**config.mk**
```make
export PLATFORM = sky130hd
export DESIGN_NAME = time_set_ctrl_flat
export DESIGN_NICKNAME = d
export VERILOG_FILES = /design/src/rtl/time_set_ctrl_pkg.sv /design/src/rtl/time_set_ctrl_if.sv /design/src/rtl/time_set_ctrl_blink_gen.sv /design/src/rtl/time_set_ctrl.sv /design/src/flat_wrapper.sv
export SDC_FILE = /design/constraint.sdc
export NUM_CORES = 1
export LEC_CHECK = 0
export BUFFER_PORTS_ARGS = -buffer_cell sky130_fd_sc_hd__buf_2
export CORE_ASPECT_RATIO = 1.2
export CORE_UTILIZATION = 30
export CTS_BUF_LIST = sky130_fd_sc_hd__clkbuf_8 sky130_fd_sc_hd__clkbuf_16
export DETAILED_ROUTE_END_ITERATION = 6
export SYNTH_ARGS = -nofsm -noshare
export SYNTH_HDL_FRONTEND = slang
export SYNTH_SLANG_ARGS = --single-unit
```
**constraint.sdc**
```tcl
create_clock -name clk -period 4.99 [get_ports clk]
set_input_delay 0.499 -clock clk [delete_from_list [all_inputs] [get_ports clk]]
set_output_delay 0.499 -clock clk [all_outputs]
set_load 0.1 [all_outputs]
```
**src/rtl/time_set_ctrl_pkg.sv**
```systemverilog
// time_pkg: shared widths, limits, state encoding and display blank-bit
// indices for the time-setting controller and its helpers.
//   - field widths and maximum values for seconds, minutes, hours
//   - state_e: controller FSM states (COMMIT is a one-cycle transient)
//   - MODE_* : values shown on the mode LEDs for each state
//   - BLK_*  : bit positions in the six-digit blank mask
//   - wrap_inc / wrap_dec: modulo (max+1) step helpers
package time_pkg;

  localparam int SEC_W  = 6;
  localparam int MIN_W  = 6;
  localparam int HOUR_W = 5;

  localparam logic [SEC_W-1:0]  MAX_SEC  = 6'd59;
  localparam logic [MIN_W-1:0]  MAX_MIN  = 6'd59;
  localparam logic [HOUR_W-1:0] MAX_HOUR = 5'd23;

  typedef enum logic [2:0] {
    ST_RUN    = 3'd0,
    ST_SET_H  = 3'd1,
    ST_SET_M  = 3'd2,
    ST_SET_S  = 3'd3,
    ST_COMMIT = 3'd4
  } state_e;

  localparam logic [1:0] MODE_RUN   = 2'd0;
  localparam logic [1:0] MODE_SET_H = 2'd1;
  localparam logic [1:0] MODE_SET_M = 2'd2;
  localparam logic [1:0] MODE_SET_S = 2'd3;

  localparam int BLK_SEC_U  = 0;
  localparam int BLK_SEC_T  = 1;
  localparam int BLK_MIN_U  = 2;
  localparam int BLK_MIN_T  = 3;
  localparam int BLK_HOUR_U = 4;
  localparam int BLK_HOUR_T = 5;

  // Step up modulo (max_v+1); an out-of-range value also lands on 0.
  function automatic logic [5:0] wrap_inc(input logic [5:0] v, input logic [5:0] max_v);
    logic [5:0] r;
    if (v >= max_v) r = 6'd0;
    else            r = v + 6'd1;
    return r;
  endfunction

  // Step down modulo (max_v+1); an out-of-range value is pulled to max_v.
  function automatic logic [5:0] wrap_dec(input logic [5:0] v, input logic [5:0] max_v);
    logic [5:0] r;
    if (v == 6'd0 || v > max_v) r = max_v;
    else                        r = v - 6'd1;
    return r;
  endfunction

  function automatic logic [1:0] state_mode(input state_e s);
    logic [1:0] m;
    case (s)
      ST_SET_H: m = MODE_SET_H;
      ST_SET_M: m = MODE_SET_M;
      ST_SET_S: m = MODE_SET_S;
      default:  m = MODE_RUN;
    endcase
    return m;
  endfunction

  // Digits belonging to the field being edited in state s.
  function automatic logic [5:0] field_mask(input state_e s);
    logic [5:0] m;
    m = 6'd0;
    case (s)
      ST_SET_H: begin m[BLK_HOUR_U] = 1'b1; m[BLK_HOUR_T] = 1'b1; end
      ST_SET_M: begin m[BLK_MIN_U]  = 1'b1; m[BLK_MIN_T]  = 1'b1; end
      ST_SET_S: begin m[BLK_SEC_U]  = 1'b1; m[BLK_SEC_T]  = 1'b1; end
      default:  m = 6'd0;
    endcase
    return m;
  endfunction

endpackage

```
**src/rtl/time_set_ctrl_if.sv**
```systemverilog
// time_set_ctrl_if: groups the button inputs, live-time inputs and all
// controller outputs (counter control, load value, display feed, LEDs).
// There is no valid/ready handshake on this bus: buttons are level signals
// whose rising edges are events, `load` is a single-cycle strobe that the
// time counter must honour in the cycle it is high, and every other output
// is a registered level valid in every cycle.
//   slave  : the controller (time_set_ctrl)
//   master : whatever drives buttons / live time and consumes the outputs
interface time_set_ctrl_if;
  import time_pkg::*;

  logic              btn_mode;
  logic              btn_up;
  logic              btn_down;
  logic [SEC_W-1:0]  cur_sec;
  logic [MIN_W-1:0]  cur_min;
  logic [HOUR_W-1:0] cur_hour;

  logic              count_en;
  logic              load;
  logic [SEC_W-1:0]  load_sec;
  logic [MIN_W-1:0]  load_min;
  logic [HOUR_W-1:0] load_hour;
  logic [SEC_W-1:0]  disp_sec;
  logic [MIN_W-1:0]  disp_min;
  logic [HOUR_W-1:0] disp_hour;
  logic [5:0]        blank;
  logic [1:0]        mode;
  logic [2:0]        dbg_state;

  modport slave (
    input  btn_mode, btn_up, btn_down, cur_sec, cur_min, cur_hour,
    output count_en, load, load_sec, load_min, load_hour,
           disp_sec, disp_min, disp_hour, blank, mode, dbg_state
  );

  modport master (
    output btn_mode, btn_up, btn_down, cur_sec, cur_min, cur_hour,
    input  count_en, load, load_sec, load_min, load_hour,
           disp_sec, disp_min, disp_hour, blank, mode, dbg_state
  );
endinterface

```
**src/rtl/time_set_ctrl_blink_gen.sv**
```systemverilog
// blink_gen: blink phase generator plus inactivity timer.
//   clk, rst : clock, synchronous active-high reset
//   restart  : clears both counters and forces the "on" phase
//   phase    : 0 = digits shown, 1 = edited digits blanked
//   expired  : high once TIMEOUT cycles have elapsed since the last restart
// The phase toggles every BLINK_HALF cycles; the timer saturates so that
// expired stays high until the next restart.
module blink_gen #(
  parameter int BLINK_HALF = 25_000_000,
  parameter int TIMEOUT    = 500_000_000
) (
  input  logic clk,
  input  logic rst,
  input  logic restart,
  output logic phase,
  output logic expired
);

  localparam int BW = (BLINK_HALF > 2) ? $clog2(BLINK_HALF) : 1;
  localparam int TW = $clog2(TIMEOUT);
  localparam logic [BW-1:0] B_LAST = BW'(BLINK_HALF - 1);
  localparam logic [TW-1:0] T_LAST = TW'(TIMEOUT - 1);

  logic [BW-1:0] bcnt_q, bcnt_d;
  logic [TW-1:0] tcnt_q, tcnt_d;
  logic          phase_q, phase_d;

  always_comb begin
    bcnt_d  = bcnt_q;
    tcnt_d  = tcnt_q;
    phase_d = phase_q;
    if (restart) begin
      bcnt_d  = '0;
      tcnt_d  = '0;
      phase_d = 1'b0;
    end else begin
      if (bcnt_q == B_LAST) begin
        bcnt_d  = '0;
        phase_d = ~phase_q;
      end else begin
        bcnt_d = bcnt_q + 1'b1;
      end
      if (tcnt_q != T_LAST) tcnt_d = tcnt_q + 1'b1;
    end
  end

  always_ff @(posedge clk) begin
    if (rst) begin
      bcnt_q  <= '0;
      tcnt_q  <= '0;
      phase_q <= 1'b0;
    end else begin
      bcnt_q  <= bcnt_d;
      tcnt_q  <= tcnt_d;
      phase_q <= phase_d;
    end
  end

  assign phase   = phase_q;
  assign expired = (tcnt_q == T_LAST);

endmodule

```
**src/rtl/time_set_ctrl.sv**
```systemverilog
// time_set_ctrl: time-setting controller between the button conditioner,
// the time counter and the six-digit display scanner.
//   clk, rst : clock, synchronous active-high reset
//   bus      : time_set_ctrl_if.slave
//     btn_mode/up/down   debounced button levels (rising edge = press)
//     cur_*              live time from the counter
//     count_en           0 freezes the counter while editing
//     load, load_*       one-cycle load strobe and the value to load
//     disp_*, blank      display value and per-digit blank mask
//     mode, dbg_state    LED mode code and raw FSM state
// Flow: RUN -mode-> SET_H -mode-> SET_M -mode-> SET_S -mode-> COMMIT -> RUN.
// Inactivity in any SET state returns to RUN without loading.
module time_set_ctrl
  import time_pkg::*;
#(
  parameter int BLINK_HALF = 25_000_000,
  parameter int TIMEOUT    = 500_000_000
) (
  input  logic                 clk,
  input  logic                 rst,
  time_set_ctrl_if.slave       bus
);

  // ---------------- button edge detection ----------------
  logic [2:0] prev_q, prev_d;   // {mode, up, down}
  logic press_mode, press_up, press_down, any_press;
  logic step_up, step_dn;

  assign prev_d     = {bus.btn_mode, bus.btn_up, bus.btn_down};
  assign press_mode = bus.btn_mode & ~prev_q[2];
  assign press_up   = bus.btn_up   & ~prev_q[1];
  assign press_down = bus.btn_down & ~prev_q[0];
  assign any_press  = press_mode | press_up | press_down;
  // Up and down together cancel; mode outranks both (checked first below).
  assign step_up    = press_up & ~press_down;
  assign step_dn    = press_down & ~press_up;

  // ---------------- state and edit registers ----------------
  state_e            state_q, state_d;
  logic [HOUR_W-1:0] edit_hour_q, edit_hour_d;
  logic [MIN_W-1:0]  edit_min_q,  edit_min_d;
  logic [SEC_W-1:0]  edit_sec_q,  edit_sec_d;

  logic blink_phase, timed_out, restart;
  logic in_edit_q, in_edit_d;

  assign in_edit_q = (state_q == ST_SET_H) || (state_q == ST_SET_M) || (state_q == ST_SET_S);
  assign in_edit_d = (state_d == ST_SET_H) || (state_d == ST_SET_M) || (state_d == ST_SET_S);

  // Counters sit cleared outside the edit states, and restart on any press
  // or state change, so both the blink and the timeout start fresh on entry.
  assign restart = ~in_edit_q | any_press | (state_d != state_q);

  blink_gen #(
    .BLINK_HALF (BLINK_HALF),
    .TIMEOUT    (TIMEOUT)
  ) u_blink (
    .clk     (clk),
    .rst     (rst),
    .restart (restart),
    .phase   (blink_phase),
    .expired (timed_out)
  );

  always_comb begin
    state_d     = state_q;
    edit_hour_d = edit_hour_q;
    edit_min_d  = edit_min_q;
    edit_sec_d  = edit_sec_q;
    case (state_q)
      ST_RUN: begin
        if (press_mode) begin
          state_d     = ST_SET_H;
          edit_hour_d = bus.cur_hour;
          edit_min_d  = bus.cur_min;
          edit_sec_d  = bus.cur_sec;
        end
      end
      ST_SET_H: begin
        if (press_mode)                  state_d = ST_SET_M;
        else if (step_up)                edit_hour_d = HOUR_W'(wrap_inc({1'b0, edit_hour_q}, {1'b0, MAX_HOUR}));
        else if (step_dn)                edit_hour_d = HOUR_W'(wrap_dec({1'b0, edit_hour_q}, {1'b0, MAX_HOUR}));
        else if (timed_out && !any_press) state_d = ST_RUN;
      end
      ST_SET_M: begin
        if (press_mode)                  state_d = ST_SET_S;
        else if (step_up)                edit_min_d = wrap_inc(edit_min_q, MAX_MIN);
        else if (step_dn)                edit_min_d = wrap_dec(edit_min_q, MAX_MIN);
        else if (timed_out && !any_press) state_d = ST_RUN;
      end
      ST_SET_S: begin
        if (press_mode)                  state_d = ST_COMMIT;
        else if (step_up)                edit_sec_d = wrap_inc(edit_sec_q, MAX_SEC);
        else if (step_dn)                edit_sec_d = wrap_dec(edit_sec_q, MAX_SEC);
        else if (timed_out && !any_press) state_d = ST_RUN;
      end
      ST_COMMIT: state_d = ST_RUN;
      default:   state_d = ST_RUN;
    endcase
  end

  // ---------------- registered outputs ----------------
  // Outputs are computed from the next state so that a press sampled in
  // cycle N is reflected on the outputs in cycle N+1.
  logic              count_en_q, count_en_d;
  logic              load_q, load_d;
  logic [HOUR_W-1:0] load_hour_q, load_hour_d;
  logic [MIN_W-1:0]  load_min_q,  load_min_d;
  logic [SEC_W-1:0]  load_sec_q,  load_sec_d;
  logic [HOUR_W-1:0] disp_hour_q, disp_hour_d;
  logic [MIN_W-1:0]  disp_min_q,  disp_min_d;
  logic [SEC_W-1:0]  disp_sec_q,  disp_sec_d;
  logic [1:0]        mode_q, mode_d;

  always_comb begin
    count_en_d  = ~in_edit_d;
    load_d      = (state_d == ST_COMMIT);
    load_hour_d = load_hour_q;
    load_min_d  = load_min_q;
    load_sec_d  = load_sec_q;
    if (load_d) begin
      load_hour_d = edit_hour_d;
      load_min_d  = edit_min_d;
      load_sec_d  = edit_sec_d;
    end
    if (in_edit_d) begin
      disp_hour_d = edit_hour_d;
      disp_min_d  = edit_min_d;
      disp_sec_d  = edit_sec_d;
    end else begin
      disp_hour_d = bus.cur_hour;
      disp_min_d  = bus.cur_min;
      disp_sec_d  = bus.cur_sec;
    end
    mode_d = state_mode(state_d);
  end

  always_ff @(posedge clk) begin
    if (rst) begin
      prev_q      <= '0;
      state_q     <= ST_RUN;
      edit_hour_q <= '0;
      edit_min_q  <= '0;
      edit_sec_q  <= '0;
      count_en_q  <= 1'b1;
      load_q      <= 1'b0;
      load_hour_q <= '0;
      load_min_q  <= '0;
      load_sec_q  <= '0;
      disp_hour_q <= '0;
      disp_min_q  <= '0;
      disp_sec_q  <= '0;
      mode_q      <= MODE_RUN;
    end else begin
      prev_q      <= prev_d;
      state_q     <= state_d;
      edit_hour_q <= edit_hour_d;
      edit_min_q  <= edit_min_d;
      edit_sec_q  <= edit_sec_d;
      count_en_q  <= count_en_d;
      load_q      <= load_d;
      load_hour_q <= load_hour_d;
      load_min_q  <= load_min_d;
      load_sec_q  <= load_sec_d;
      disp_hour_q <= disp_hour_d;
      disp_min_q  <= disp_min_d;
      disp_sec_q  <= disp_sec_d;
      mode_q      <= mode_d;
    end
  end

  assign bus.count_en  = count_en_q;
  assign bus.load      = load_q;
  assign bus.load_hour = load_hour_q;
  assign bus.load_min  = load_min_q;
  assign bus.load_sec  = load_sec_q;
  assign bus.disp_hour = disp_hour_q;
  assign bus.disp_min  = disp_min_q;
  assign bus.disp_sec  = disp_sec_q;
  assign bus.mode      = mode_q;
  assign bus.dbg_state = state_q;
  // Decoded purely from the state and phase flops; no input reaches it.
  assign bus.blank     = field_mask(state_q) & {6{blink_phase}};

endmodule

```
**src/flat_wrapper.sv**
```systemverilog
// flat-port wrapper written by rule: the top's interface ports become plain ports
module time_set_ctrl_flat import time_pkg::*;
#(
  parameter int BLINK_HALF = 25_000_000,
  parameter int TIMEOUT    = 500_000_000
)
  (clk, rst, bus_btn_mode, bus_btn_up, bus_btn_down, bus_cur_sec, bus_cur_min, bus_cur_hour, bus_count_en, bus_load, bus_load_sec, bus_load_min, bus_load_hour, bus_disp_sec, bus_disp_min, bus_disp_hour, bus_blank, bus_mode, bus_dbg_state);
  time_set_ctrl_if bus_i ();
  input  logic clk;
  input  logic rst;
  input wire logic [$bits(bus_i.btn_mode)-1:0] bus_btn_mode;
  input wire logic [$bits(bus_i.btn_up)-1:0] bus_btn_up;
  input wire logic [$bits(bus_i.btn_down)-1:0] bus_btn_down;
  input wire logic [$bits(bus_i.cur_sec)-1:0] bus_cur_sec;
  input wire logic [$bits(bus_i.cur_min)-1:0] bus_cur_min;
  input wire logic [$bits(bus_i.cur_hour)-1:0] bus_cur_hour;
  output wire logic [$bits(bus_i.count_en)-1:0] bus_count_en;
  output wire logic [$bits(bus_i.load)-1:0] bus_load;
  output wire logic [$bits(bus_i.load_sec)-1:0] bus_load_sec;
  output wire logic [$bits(bus_i.load_min)-1:0] bus_load_min;
  output wire logic [$bits(bus_i.load_hour)-1:0] bus_load_hour;
  output wire logic [$bits(bus_i.disp_sec)-1:0] bus_disp_sec;
  output wire logic [$bits(bus_i.disp_min)-1:0] bus_disp_min;
  output wire logic [$bits(bus_i.disp_hour)-1:0] bus_disp_hour;
  output wire logic [$bits(bus_i.blank)-1:0] bus_blank;
  output wire logic [$bits(bus_i.mode)-1:0] bus_mode;
  output wire logic [$bits(bus_i.dbg_state)-1:0] bus_dbg_state;
  assign bus_i.btn_mode = bus_btn_mode;
  assign bus_i.btn_up = bus_btn_up;
  assign bus_i.btn_down = bus_btn_down;
  assign bus_i.cur_sec = bus_cur_sec;
  assign bus_i.cur_min = bus_cur_min;
  assign bus_i.cur_hour = bus_cur_hour;
  assign bus_count_en = bus_i.count_en;
  assign bus_load = bus_i.load;
  assign bus_load_sec = bus_i.load_sec;
  assign bus_load_min = bus_i.load_min;
  assign bus_load_hour = bus_i.load_hour;
  assign bus_disp_sec = bus_i.disp_sec;
  assign bus_disp_min = bus_i.disp_min;
  assign bus_disp_hour = bus_i.disp_hour;
  assign bus_blank = bus_i.blank;
  assign bus_mode = bus_i.mode;
  assign bus_dbg_state = bus_i.dbg_state;
  time_set_ctrl #(.BLINK_HALF(BLINK_HALF), .TIMEOUT(TIMEOUT)) u_core (.clk(clk), .rst(rst), .bus(bus_i));
endmodule
```
==> out/summary.md, run 1 <==
The run finished with clean final reports. The critical path is of the reg2out type. The worst hold path belongs to the class in2reg. The final setup skew was 13.57 ps. In this run switching power makes up 29.81% of total power. The logs give 785 for the post-synth net total and 410 ps for the worst-skew pair later-pin latency. After synthesis, the mean cell area works out to 8.218 um^2. The distinct cell type count of the synthesized netlist is 75, and the internal cell power is 1838 uW.

The clock network fraction of design power is 44.3%, and the critical-path maximum fanout is 21. I/O pin total: 69. For this design, the sink count on the clock tree is 116.

The number of nets with antenna violations after routing is 0, and the die span in y is 159.3 um. Across all layers, the routed design uses 5562 vias. Measured along the x axis, the die boundary spans 133.1 um. Clock edge transition at the registers on the reported setup and hold paths: 50 ps. The Yosys step of the flow raised 0 warnings.

Hold buffer count at CTS: 0. In this run the register-to-register setup slack is 2050 ps. Across all hold checks on the routed design, the worst slack comes to 335.3 ps.

The logs give 61 for the largest net degree at the start of global routing and 15.93% for the overall global routing resource usage. IR analysis of the VDD net gives a maximum drop of 0.0002265 V. The sequential share of the synthesized area came out at 37.53%. Die footprint: 21210 um^2. Setup repair after global routing left no endpoint under its margin. The number of global-route vias before repair was 5415; the global placement routability congestion was 0.8499. The slew at the pin with the worst max-slew slack is 1076 ps. In the post-route analysis, the smallest setup slack over all paths is 1828 ps. The floorplan has 57 rows. After clock tree synthesis, the repair step resized 0 gates. Before antenna repair, the detailed router went through 5 iterations. The worst hold path begins at bus_btn_up. The tools report the detailed placer's ending HPWL as 11320 um. The final cycle utilization of the critical path works out to 63.37%. The final layout contains routed wiring with a total length of 16480 um. The share of power burned in combinational logic is 16.8%. The worst setup path is captured at a primary output. Static timing analysis puts the maximum clock frequency at 316.2 MHz. The worst pin sits at a relative slew slack of 27.98%.

The run gives 0 as the number of setup violations in the final report. The number of hold violations in the final report is 0, and the total negative slack for setup checks is 0 ps. The count of final max-slew check failures is 0. Switching power of the nets: 780.5 uW.

The worst register-to-register path begins at u_core.u_blink.tcnt_q[0]$_SDFFE_PP0N_. The number of cells on the worst reg-to-reg path is 6, and the data arrival time of the critical path is 2660 ps. The worst register-to-register path ends at u_core.u_blink.tcnt_q[25]$_SDFFE_PP0N_. After synthesis, the cell types taking the most area are sky130_fd_sc_hd__dfxtp_1 (38%), sky130_fd_sc_hd__nor2_1 (7.3%), sky130_fd_sc_hd__xnor2_1 (5.0%). In the final routed layout, each cell accounts on average for 15.47 um. sky130_fd_sc_hd__dfxtp_1 takes more of the synthesized area than any other cell. The longest clock path from root to sink contains 2 buffers. The initial core utilization was 30.55%; the number of flops mapped to enable cells by yosys was 0. In this run the power density over the cells is 364.2 nW/um^2.

The cell count of the worst hold path is 2, and the average vias per placed instance is 5.223. After layout, the minimum clock period comes to 3162 ps. The fraction of final layout cells sized beyond drive strength 1 works out to 15.41%. The path with the worst hold slack has its endpoint at u_core.prev_q[1]$_SDFF_PP0_. In this run the cell area of the synthesized design comes to 6188 um^2.

The run gives 0 as the count of maximum capacitance violations. The H-tree generated during clock tree synthesis spans 4 levels. For the layout net count, the log shows 821. TritonCTS built the clock tree.

The tools report the leakage component of the power as 0.002607 uW. The number of violations reported at the end of detailed-routing iteration 0 is 470. The number of antenna violations at the first check in global routing came out at 3.

The first global-routing pass estimated 26960 um of wire. The number of synthesized register bits is 116. The tools report the startpoint kind of the worst setup timing path as a flip-flop.

The share of total power dissipated in sequential elements is 38.9%. The global-route congestion overflow total is 0, and the remaining routing DRC violations is 0. Relative to the synthesized area, the layout overhead comes to 16.15%. Clock tree synthesis selected as its root buffer the cell sky130_fd_sc_hd__clkbuf_16. At the placement stage, the worst setup path has a slack of 1982 ps.

In this run the post-CTS setup repair buffer count came out at 0. Sorting the synthesized cells by how often they occur yields sky130_fd_sc_hd__nor2_1 (121), sky130_fd_sc_hd__dfxtp_1 (116), sky130_fd_sc_hd__nand2_1 (57). Synthesis produced 753 cells.

In the synthesized netlist the dominant register cell turns out to be sky130_fd_sc_hd__dfxtp_1. STA puts the critical path data required time at 4490 ps. The async set or reset register ratio after synthesis works out to 0%.

The core outline area came out at 20250 um^2. Yosys instantiated no cell more often than sky130_fd_sc_hd__nor2_1. In this run, CTS created clock tree buffers numbering 17.

During placement, the flow inserted port buffers numbering 68. The area share of the leading cell type in the synthesized netlist came out at 37.53%.
placed cells by master, fill, tap and decap left out, types with 4 or more instances in the layout:
master / synthesis / final
sky130_fd_sc_hd__nor2_1: 121 / 121
sky130_fd_sc_hd__dfxtp_1: 116 / 116
sky130_fd_sc_hd__buf_2: 9 / 68
sky130_fd_sc_hd__nand2_1: 57 / 57
sky130_fd_sc_hd__xnor2_1: 35 / 35
sky130_fd_sc_hd__nand3_1: 32 / 32
sky130_fd_sc_hd__a21oi_1: 31 / 31
sky130_fd_sc_hd__o21ai_0: 26 / 26
sky130_fd_sc_hd__inv_1: 17 / 20
sky130_fd_sc_hd__nor3_1: 19 / 19
sky130_fd_sc_hd__xor2_1: 19 / 19
sky130_fd_sc_hd__a211oi_1: 18 / 18
sky130_fd_sc_hd__clkbuf_16: 0 / 17
sky130_fd_sc_hd__and3_1: 14 / 14
sky130_fd_sc_hd__ha_1: 10 / 10
sky130_fd_sc_hd__nor3b_1: 9 / 9
sky130_fd_sc_hd__and4_1: 9 / 9
sky130_fd_sc_hd__nand4_1: 9 / 9
sky130_fd_sc_hd__nor4b_1: 8 / 8
sky130_fd_sc_hd__a211oi_2: 8 / 8
sky130_fd_sc_hd__nand2b_1: 7 / 7
sky130_fd_sc_hd__nor2b_1: 7 / 7
sky130_fd_sc_hd__a21o_1: 7 / 7
sky130_fd_sc_hd__a31oi_1: 7 / 7
sky130_fd_sc_hd__or3_1: 7 / 7
sky130_fd_sc_hd__a22oi_1: 6 / 6
sky130_fd_sc_hd__nor4_1: 6 / 6
sky130_fd_sc_hd__o22ai_1: 6 / 6
sky130_fd_sc_hd__o21bai_1: 5 / 5
sky130_fd_sc_hd__nand3b_1: 5 / 5
sky130_fd_sc_hd__o22a_1: 5 / 5
sky130_fd_sc_hd__buf_4: 7 / 5
sky130_fd_sc_hd__a41oi_1: 4 / 4
sky130_fd_sc_hd__o211ai_1: 4 / 4
sky130_fd_sc_hd__o21a_1: 4 / 4
power groups by stage:
stage	combinational [uW]	clock (uW)	sequential, uW
5_1_grt	472	1240	1020
2_1_floorplan	242	0	1140
6_report	440	1160	1020
3_5_place_dp	437	0	1040
4_1_cts	440	1190	1020
3_3_place_gp	435	0	1040
per-layer routing:
metal  track usage, %  wire length (um)  up-vias  part of all wire, %
met2            26.65              7875      147                   48
met5                0                 8        -                0.049
met1            18.39              7104     2617                   43
met4            7.231               498        2                  3.0
met3            5.158               987       38                  6.0
li1                 -                 -     2758                    -
cells by family after synthesis:
group	Yosys count	share of synthesized area, %
and+or+nand+nor	336	28.39
buffers and inverters	73	5.519
AOI/OAI and AO/OA	162	18.58
adders and majority gates	12	2.345
xor gates and xnor gates	54	7.642
DFF	116	37.53
final cells by class:
| cell class | instances | area (um^2) |
|---|---|---|
| diodes | 2 | 5.005 |
| clock buffers | 20 | 466.7 |
| clock inverters | 8 | 88.84 |
| fillers | 2176 | 13070 |
| inverters | 17 | 63.81 |
| multi-input cells | 564 | 3532 |
| flip-flops and latches | 116 | 2322 |
| well taps | 265 | 331.6 |
| repair buffers | 73 | 377.9 |
worst max path at each step:
stage          cells past startpoint                                from                                  to  slack, ps
2_1_floorplan                      4  u_core.bus.dbg_state[1]$_SDFF_PP0_                        bus_blank[3]       1660
3_3_place_gp                       6                          bus_btn_up  u_core.bus.disp_hour[3]$_SDFF_PP0_       2000
3_5_place_dp                       7                        bus_btn_mode  u_core.bus.disp_hour[0]$_SDFF_PP0_       1980
4_1_cts                            4  u_core.bus.dbg_state[1]$_SDFF_PP0_                        bus_blank[1]       1840
5_1_grt                            4  u_core.bus.dbg_state[1]$_SDFF_PP0_                        bus_blank[1]       1660
6_report                           4  u_core.bus.dbg_state[1]$_SDFF_PP0_                        bus_blank[1]       1830
per-stage QoR:
| stage | cell area (um^2) | util (%) | std cells | power, uW |
|---|---|---|---|---|
| 6_report | 7188 | 35.49 | 1065 | 2618 |
| 5_1_grt | 7183 | 35.46 | 1063 | 2735 |
| 4_1_cts | 7183 | 35.46 | 1063 | 2649 |
| 3_5_place_dp | 6628 | 32.72 | 1035 | 1473 |
| 3_3_place_gp | 6628 | 32.72 | 1035 | 1472 |
| 2_1_floorplan | 6188 | - | 753 | 1384 |
state kept, by name, summed over array words and instances, names as in the netlist, 5 cells and up:
register	count
u_core.bus.disp_hour	5
u_core.bus.disp_min	6
u_core.bus.disp_sec	6
u_core.bus.load_hour	5
u_core.bus.load_min	6
u_core.bus.load_sec	6
u_core.edit_hour_q	5
u_core.edit_min_q	6
u_core.edit_sec_q	6
u_core.u_blink.bcnt_q	25
u_core.u_blink.tcnt_q	29
critical path, stage by stage, from the launching register on:
cell	delay (ps)
sky130_fd_sc_hd__dfxtp_1	930
sky130_fd_sc_hd__nand2_1	250
sky130_fd_sc_hd__nor2_1	390
sky130_fd_sc_hd__and2_1	230
sky130_fd_sc_hd__buf_2	440
Power figures use the tool's default switching activity.
==> run 2: changes to the inputs <==
==> constraint.sdc (replaced) <==
create_clock -name clk -period 3.31 [get_ports clk]
set_input_delay 0.331 -clock clk [delete_from_list [all_inputs] [get_ports clk]]
set_output_delay 0.331 -clock clk [all_outputs]
set_load 0.1 [all_outputs]
==> run 2 against run 1 <==
Effect of this change:
- clock power is 50% higher
- final cell count is 1.2% higher
- critical path depth stayed put
- largest cell class unchanged
- highest routed layer is now met4
==> out/summary.md, run 2 (synthesis gave the netlist of run 1 again) <==
The kind of end point of the critical path was a primary output (unchanged). The tools report the number of global-route vias before repair as 5218 (was 5415). The run finished with clean final reports. Setup repair after global routing left no endpoint under its margin. Top achievable clock speed: 354.9 MHz. The logs give 21210 um^2 (unchanged) for the die footprint and 17 (unchanged) for the number of clock buffers inserted by TritonCTS. The cell at the slowest stage of the critical path is sky130_fd_sc_hd__dfxtp_1 (unchanged). The slew at the pin with the worst max-slew slack came out at 809.8 ps (was 1076 ps). Leakage component of the power: 0.002658 uW (was 0.002607 uW). The logs give 520 (was 470) for the number of violations reported at the end of detailed-routing iteration 0 and 0 ps (unchanged) for the total negative slack for setup checks.

Total setup buffers inserted after CTS: 0 (unchanged). The count of TritonRoute iterations in the first routing pass is 5 (unchanged). The number of placed instances, taps included is 1045 (was 1035), and the number of instances resized during post-cts repair is 0 (unchanged). The run gives 5564 (was 5562) as the via total after detailed routing.

The detailed placer's ending HPWL came out at 11640 um (was 11320 um). The count of buffers from port buffering was 68 (unchanged); the global-route congestion overflow total was 0 (unchanged). The clock edge transition at the registers on the reported setup and hold paths is 50 ps (about the same), and the die span in y is 159.3 um (unchanged).

The worst-skew pair later-pin latency came out at 420 ps (was 410 ps). The power density of the placed cells was 543.4 nW/um^2 (was 364.2 nW/um^2). The cell family contributing the most delay on the critical path is flip-flops (unchanged). The logs give 0.8724 (was 0.8499) for the global placement routability congestion and 0.0003792 V (was 0.0002265 V) for the worst supply voltage drop on vdd. The total number of H-tree levels was 4 (unchanged); the flip-flop count of the largest register, all copies and words added was 29 (unchanged). After layout, the minimum clock period comes to 2818 ps. The cell count of the worst hold path is 2 (unchanged), and the I/O pin total is 69 (unchanged). The fraction of final layout cells sized beyond drive strength 1 was 16.75% (was 15.41%); the first-pass GRT wire length was 27010 um (was 26960 um). The tools report the remaining routing DRC violations as 0 (unchanged). The worst reg2reg path endpoint is u_core.bus.disp_hour[1]$_SDFF_PP0_ (was u_core.u_blink.tcnt_q[25]$_SDFFE_PP0N_).

The number of nets with antenna violations after routing was 0 (unchanged); the maximum buffer depth of the clock tree was 2 (unchanged). The startpoint kind of the worst setup timing path was a flip-flop (unchanged). The worst hold path startpoint was bus_btn_down (was bus_btn_up). For the endpoint required time on the critical path, the log shows 2980 ps (was 4490 ps).

The most flop-heavy register was u_core.u_blink.tcnt_q (unchanged). The run gives 116 (unchanged) as the clock sink count. The average vias per placed instance was 5.161 (was 5.223). The largest net degree at the start of global routing was 60 (was 61).

The number of setup violations in the final report came out at 0 (unchanged). The area growth from synthesis to final layout was 17.43% (was 16.15%). The tools report the smallest setup slack after layout as 492.4 ps (was 1828 ps). The logs give 16.01% (was 15.93%) for the overall global routing resource usage and 0 (unchanged) for the hold buffer count at CTS. The run gives 16480 um (about the same) as the sum of routed wire length over all layers. The start of the worst register-to-register path is u_core.u_blink.tcnt_q[0]$_SDFFE_PP0N_ (unchanged).

Top library cells by usage in the layout, fill and taps aside: sky130_fd_sc_hd__nor2_1 (121), sky130_fd_sc_hd__dfxtp_1 (116), sky130_fd_sc_hd__buf_2 (68) (unchanged). The final core utilization is 35.88% (was 35.49%). The initial core utilization was 30.55% (unchanged); the worst slack after detailed placement was 782.6 ps (was 1982 ps).

The number of cells on the worst reg-to-reg path was 8 (was 6). The floorplan row count came out at 57 (unchanged). The critical-path maximum fanout is 21 (unchanged). TritonCTS built the clock tree. The endpoint with the worst hold slack is u_core.prev_q[0]$_SDFF_PP0_ (was u_core.prev_q[1]$_SDFF_PP0_).

The tools report the relative slew slack as 45.94% (was 27.98%). The run gives 780 ps (was 2050 ps) as the setup slack of the worst register-to-register path. The number of buffer and inverter stages on the critical path was 1 (unchanged); the layout net count was 831 (was 821). The tools report the clock root buffer as sky130_fd_sc_hd__clkbuf_16 (unchanged). The kind of critical path was reg2out (unchanged). The count of maximum capacitance violations is 0 (unchanged).

The run gives 1078 (was 1065) as the count of placed standard cells in the final layout, fillers left out. The run gives 162.2 ps (was 335.3 ps) as the final hold slack. The tools report the final setup skew as 13.05 ps (was 13.57 ps). Regs by FF count: u_core.u_blink.tcnt_q x29, u_core.u_blink.bcnt_q x25 (unchanged).

The die span in x was 133.1 um (unchanged). The most frequent standard cell in the layout excluding fill and tap cells is sky130_fd_sc_hd__nor2_1 (unchanged). The data arrival time of the critical path is 2490 ps (was 2660 ps), and the highest cell delay on the worst timing path is 840 ps (was 930 ps). The class of the most critical hold timing path was in2reg (unchanged).

The number of antenna violations at the first check in global routing was 1 (was 3); the core outline area was 20250 um^2 (unchanged). Critical-path cell list: nand2_1, nor2_1, and2_1, buf_2 (unchanged). The number of hold violations in the final report is 0 (unchanged), and the count of final max-slew check failures is 0 (unchanged). In the finished design, the share of the clock period the worst path needs comes to 85.12%. The detail-routed net length per standard cell is 15.29 um (was 15.47 um).
run 2: cell types whose count changed in the layout (fill, tap and decap cells not counted):
| cell | delta |
|---|---|
| sky130_fd_sc_hd__buf_4 | +10 |
| sky130_fd_sc_hd__clkinv_2 | +3 |
| sky130_fd_sc_hd__clkbuf_8 | -2 |
| sky130_fd_sc_hd__clkinvlp_4 | +2 |
| sky130_fd_sc_hd__diode_2 | -1 |
| sky130_fd_sc_hd__inv_1 | +1 |
run 2: routing by layer:
metal / part of all wire [%] / routed length, um / GRT usage [%] / vias to the layer above
met5: 0 / 0 / 0 / -
met3: 4.5 / 749 / 3.120 / 26
met1: 45 / 7460 / 20.13 / 2601
met2: 48 / 7961 / 26.75 / 153
li1: - / - / - / 2784
met4: 1.9 / 312 / 6.405 / 0
run 2: cell type report:
| type | instances | area, um^2 |
|---|---|---|
| Antenna cell | 1 | 2.502 |
| Tap cell | 265 | 331.6 |
| Clock buffer | 18 | 439.2 |
| Sequential cell | 116 | 2322 |
| Timing Repair Buffer | 83 | 452.9 |
| Fill cell | 2152 | 12990 |
| Inverter | 17 | 63.81 |
| Clock inverter | 14 | 122.6 |
| Multi-Input combinational cell | 564 | 3532 |
run 2: power by group:
| part | internal, uW | leakage (uW) | switching [uW] |
|---|---|---|---|
| registers | 1450 | 0.000943 | 85.1 |
| clock network | 1110 | 0.000286 | 638 |
| logic | 189 | 0.00143 | 481 |
| total | 2740 | 0.00266 | 1200 |
run 2: worst max-delay path by stage:
stage	from	endpoint	slack, ps	cells past startpoint
3_3_place_gp	u_core.u_blink.tcnt_q[0]$_SDFFE_PP0N_	u_core.bus.disp_hour[1]$_SDFF_PP0_	830	8
5_1_grt	u_core.bus.dbg_state[1]$_SDFF_PP0_	bus_blank[0]	310	4
2_1_floorplan	u_core.bus.dbg_state[1]$_SDFF_PP0_	bus_blank[3]	140	4
6_report	u_core.bus.dbg_state[1]$_SDFF_PP0_	bus_blank[1]	490	4
3_5_place_dp	u_core.u_blink.tcnt_q[0]$_SDFFE_PP0N_	u_core.bus.disp_hour[1]$_SDFF_PP0_	780	8
4_1_cts	u_core.bus.dbg_state[1]$_SDFF_PP0_	bus_blank[1]	490	4
run 2: per-stage QoR:
step           total power, uW  instance area (um^2)
5_1_grt                   4117                  7264
3_5_place_dp              2227                  6703
6_report                  3949                  7267
3_3_place_gp              2229                  6703
4_1_cts                   3991                  7264
2_1_floorplan             2086                  6188
